`config.mk`:
```
export PLATFORM = sky130hd
export DESIGN_NAME = adder_share_arbiter
export DESIGN_NICKNAME = d
export VERILOG_FILES = /design/src/rtl/adder_share_arbiter.sv
export SDC_FILE = /design/constraint.sdc
export NUM_CORES = 1
export LEC_CHECK = 0
export ABC_AREA = 1
export BUFFER_PORTS_ARGS = -buffer_cell sky130_fd_sc_hd__clkbuf_2
export CAP_MARGIN = 20
export CORE_MARGIN = 1.5
export CORE_UTILIZATION = 45
export DETAILED_ROUTE_END_ITERATION = 8
export PLACE_DENSITY = 0.83
export SKIP_LAST_GASP = 1
export SYNTH_ARGS = -nofsm -noshare
export SYNTH_HDL_FRONTEND = slang
export SYNTH_SLANG_ARGS = --single-unit
```
`constraint.sdc`:
```
create_clock -name clk -period 2.3 [get_ports clk]
set_input_delay 0.46 -clock clk [delete_from_list [all_inputs] [get_ports clk]]
set_output_delay 0.46 -clock clk [all_outputs]
set_load 0.02 [all_outputs]
```
`src/rtl/adder_share_arbiter.sv`:
```
// Round-robin sharing of one registered WIDTH-bit adder between two requesters.
// Issue slots come from a free-running clock-enable divider; results leave via a one-entry buffer.
module adder_share_arbiter #(
   parameter int unsigned WIDTH = 7,
   parameter int unsigned DIV   = 2
) (
   input  logic             clk,
   input  logic             rst_n,
   input  logic             req0,
   input  logic [WIDTH-1:0] op0_a,
   input  logic [WIDTH-1:0] op0_b,
   output logic             gnt0,
   input  logic             req1,
   input  logic [WIDTH-1:0] op1_a,
   input  logic [WIDTH-1:0] op1_b,
   output logic             gnt1,
   output logic             res_valid,
   output logic [WIDTH:0]   res_data,
   output logic             res_id,
   input  logic             res_ready,
   output logic             busy
);

   localparam int unsigned     CntW   = (DIV > 1) ? $clog2(DIV) : 1;
   localparam logic [CntW-1:0] CntMax = CntW'(DIV - 1);

   typedef enum logic {StEmpty, StFull} buf_state_e;

   buf_state_e       state_q, state_d;
   logic [CntW-1:0]  div_cnt_q, div_cnt_d;
   logic [WIDTH:0]   res_data_q, res_data_d;
   logic             res_id_q, res_id_d;
   logic             last_gnt_q, last_gnt_d;
   logic             slot, can_issue, pick1, gnt0_c, gnt1_c;
   logic [WIDTH-1:0] win_a, win_b;

   always_comb begin
      slot      = (div_cnt_q == CntMax);
      div_cnt_d = slot ? '0 : div_cnt_q + CntW'(1);
      can_issue = slot & ((state_q == StEmpty) | res_ready);
      // Requester 1 wins when alone, or on a tie when requester 0 won last.
      pick1     = req1 & (~req0 | ~last_gnt_q);
      // Gating with rst_n keeps grants low throughout reset, even when DIV=1.
      gnt0_c    = rst_n & can_issue & req0 & ~pick1;
      gnt1_c    = rst_n & can_issue & pick1;
      win_a     = pick1 ? op1_a : op0_a;
      win_b     = pick1 ? op1_b : op0_b;

      state_d    = state_q;
      res_data_d = res_data_q;
      res_id_d   = res_id_q;
      last_gnt_d = last_gnt_q;
      if (gnt0_c | gnt1_c) begin
         state_d    = StFull;
         res_data_d = {1'b0, win_a} + {1'b0, win_b};
         res_id_d   = gnt1_c;
         last_gnt_d = gnt1_c;
      end else if ((state_q == StFull) && res_ready) begin
         state_d = StEmpty;
      end
   end

   always_ff @(posedge clk or negedge rst_n) begin
      if (!rst_n) begin
         state_q    <= StEmpty;
         div_cnt_q  <= '0;
         res_data_q <= '0;
         res_id_q   <= 1'b0;
         last_gnt_q <= 1'b1;
      end else begin
         state_q    <= state_d;
         div_cnt_q  <= div_cnt_d;
         res_data_q <= res_data_d;
         res_id_q   <= res_id_d;
         last_gnt_q <= last_gnt_d;
      end
   end

   assign gnt0      = gnt0_c;
   assign gnt1      = gnt1_c;
   assign res_valid = (state_q == StFull);
   assign res_data  = res_data_q;
   assign res_id    = res_id_q;
   assign busy      = res_valid | req0 | req1;

endmodule

```
==> impl_results.md <==
- Status: finished, final reports clean
- First-pass GRT wire length: 4.11 mm
- Hpwl dp: 1.96 mm
- Die Ht: 50.3 um
- Setup CP Type: reg2reg
- CTS H-tree depth: 1
- Synth Area in XOR/XNOR: 0%
- Clock Latency Late Sink: 0.28 ns
- Seq. cell area: 302 um2
- Worst-path maximum fanout: 6
- Pin count of the biggest net entering global routing: 18
- Reg2reg end: res_data[6]
- Worst setup startpoint: last_gnt_q
- Avg Cell Area, Syn: 6.33 um2
- Main combinational cell family by area after synthesis: simple AND/OR/NAND/NOR gates
- Post-DRT Antenna Nets: 0
- Worst-margin pin slew: 0.359 ns
- Rows: 16
- Synthesized area: 1010 um2
- Worst R2R Start: last_gnt_q
- Crit. End Element: flip-flop
- Final setup viols: 0
- Yosys warns: 0
- Initial antenna violation count: 0
- Fin nets: 253
- Starting Density: 49.3%
- Ant. Diodes: 0
- Post-CTS Hold Buffers: 0
- Most frequent cells in the layout: nand2_1 (80), clkbuf_2 (45), inv_1 (19)
- Tightest Hold Check Type: in2async
- Share of cells above drive strength 1: 31.3%
- Vias per inst: 4.79
- Overall routing resource usage: 20.9%
- Final WL: 2.37 mm
- CTS Root Cell: clkbuf_4
- Post-synthesis mux area share: 0%
- Critical Path AT: 2.30 ns
- GRT overflow: 0
- Clk buf depth: 2
- Final setup TNS: 0 ns
- Initial DRC Count: 14
- Startpoint Class: flip-flop
- Core Region: 2040 um2
- Buffers added on ports: 45
- Layout Utilization: 65.4%
- Data required time of the worst path: 2.52 ns
- WL per Instance: 9.95 um
- Min cycle time layout: 2.08 ns
- Mapped Nets: 200
- Pwr dens: 647 nW/um2
- Vias: 1141
- Clock sink count: 12
- Yosys cell types: 21
- Yosys reg bits: 12
- Area occupied by multi-input gates: 617 um2
- Syn-to-layout area delta: 32.5%
- Num CTS Buffers: 3
- R2R depth: 15
- Post-Synth Adder-Cell Area: 10.7%
- Leak Pwr: 0.846 nW
- Final Skew: 0.00219 ns
- CTS tree: yes
- Synth Area in Compound Gates: 7.70%
- End of the critical path: res_data[6]
- DRT Pass-1 Iters: 4
- Hold WS: 0.0781 ns
- Fin crit share: 90.4%
- Slew Limit Fails: 0
- Peak supply drop: 0.310 mV
- Slew HR: 76.1%
- GP Congestion: 0.819
- Clock-pin slew on the worst setup and hold paths: 0.07 ns
- Max Fclk: 0.481 GHz
- Fill count: 197
- Vias in the first global route: 1006
- Top Ports: 46
- Number of max-cap violations: 0
- Register area share after synthesis: 29.9%
- Post-route DRC: 0
- Most common cell after layout, fill and taps aside: nand2_1
- Cells after Synth: 159
- Synth Area in Simple Gates: 42.1%
- Reg2reg setup slack: 0.22 ns
- Die ar.: 2530 um2
- Placed cell count: 232
- Final Non-Filler Cells: 238
- Die Width: 50.3 um
- Hold Vio Cnt, Final: 0
-- metrics by stage --
stage          total power, mW  setup WS (ns)  cell area (um2)
5_1_grt                  0.943        -0.0243             1340
2_1_floorplan            0.561          0.172             1010
4_1_cts                  0.859          0.117             1310
6_report                 0.864          0.221             1340
3_5_place_dp             0.692         0.0643             1270
3_3_place_gp             0.677          0.133             1270
-- cells by family after synthesis --
group | Yosys count
adders and majority gates | 8
DFF | 12
buffers and inverters | 23
and+or+nand+nor | 104
AOI/OAI and AO/OA | 12
-- cell usage after synthesis --
cell type   n  area, um2
nand2_1    82        308
nor2_1      8       30.0
ha_1        7       87.6
o21a_1      1       7.51
nand3_4     1       17.5
nand2_2     2       12.5
nor3_1      1       5.00
a21oi_4     1       16.3
dfstp_2     1       26.3
inv_1      19       71.3
o21ai_1     1       5.00
nand3_1     9       45.0
inv_2       1       3.75
buf_6       1       11.3
o21ai_0     3       15.0
or2_2       1       6.26
o21ai_2     1       8.76
fa_1        1       20.0
a21oi_1     5       25.0
buf_2       2       10.0
dfrtp_1    11        275
-- power by group --
part | leakage [nW] | total [mW] | switching, mW | internal [mW]
Combinational | 0.682 | 0.413 | 0.252 | 0.161
Sequential | 0.143 | 0.284 | 0.0255 | 0.258
Clock | 0.0210 | 0.167 | 0.0705 | 0.0964
-- critical path, stage by stage (launching register included) --
cell	delay, ns
dfstp_2	0.53
nand2_1	0.06
nand2_2	0.09
buf_6	0.12
nand2_1	0.05
nand2_1	0.07
ha_2	0.18
inv_1	0.05
fa_1	0.37
inv_1	0.08
nand2_1	0.07
nand2_2	0.08
nand3_1	0.06
nand3_1	0.06
nand3_1	0.07
nand2_1	0.07
-- flip-flops by register name (all words and copies together) (netlist names) --
| signal | count |
|---|---|
| div_cnt_q | 1 |
| res_data | 8 |
| res_id | 1 |
| last_gnt_q | 1 |
| res_valid | 1 |
-- final cells by class --
| type | instances | area share, % |
|---|---|---|
| clock buffers | 4 | 2.72 |
| inverters | 20 | 5.62 |
| multi-input cells | 124 | 46.2 |
| flip-flops and latches | 12 | 22.6 |
| well taps | 27 | 2.53 |
| repair buffers | 51 | 20.3 |
-- metal layers --
layer	vias to the layer above	global-route usage, %	wire, um
li1	592	-	-
met1	501	26.9	1120
met2	43	34.9	1080
met3	5	2.68	129
met4	0	9.46	41
met5	-	0	0
-- timing repair --
item / 4_1_cts / 5_1_grt
setup buffers: 0 / 1
gates resized for setup: 0 / 4
endpoints found under the setup margin: 0 / 2
-- how the worst min path moves through the flow --
stage,start,end,depth (start not counted)
floorplan,rst_n,div_cnt_q,0
global placement,rst_n,res_valid,1
detailed placement,rst_n,res_data[1],1
CTS,rst_n,res_id,1
global route,rst_n,res_valid,1
finish,rst_n,res_id,1
(Power assumes the default switching activity.)
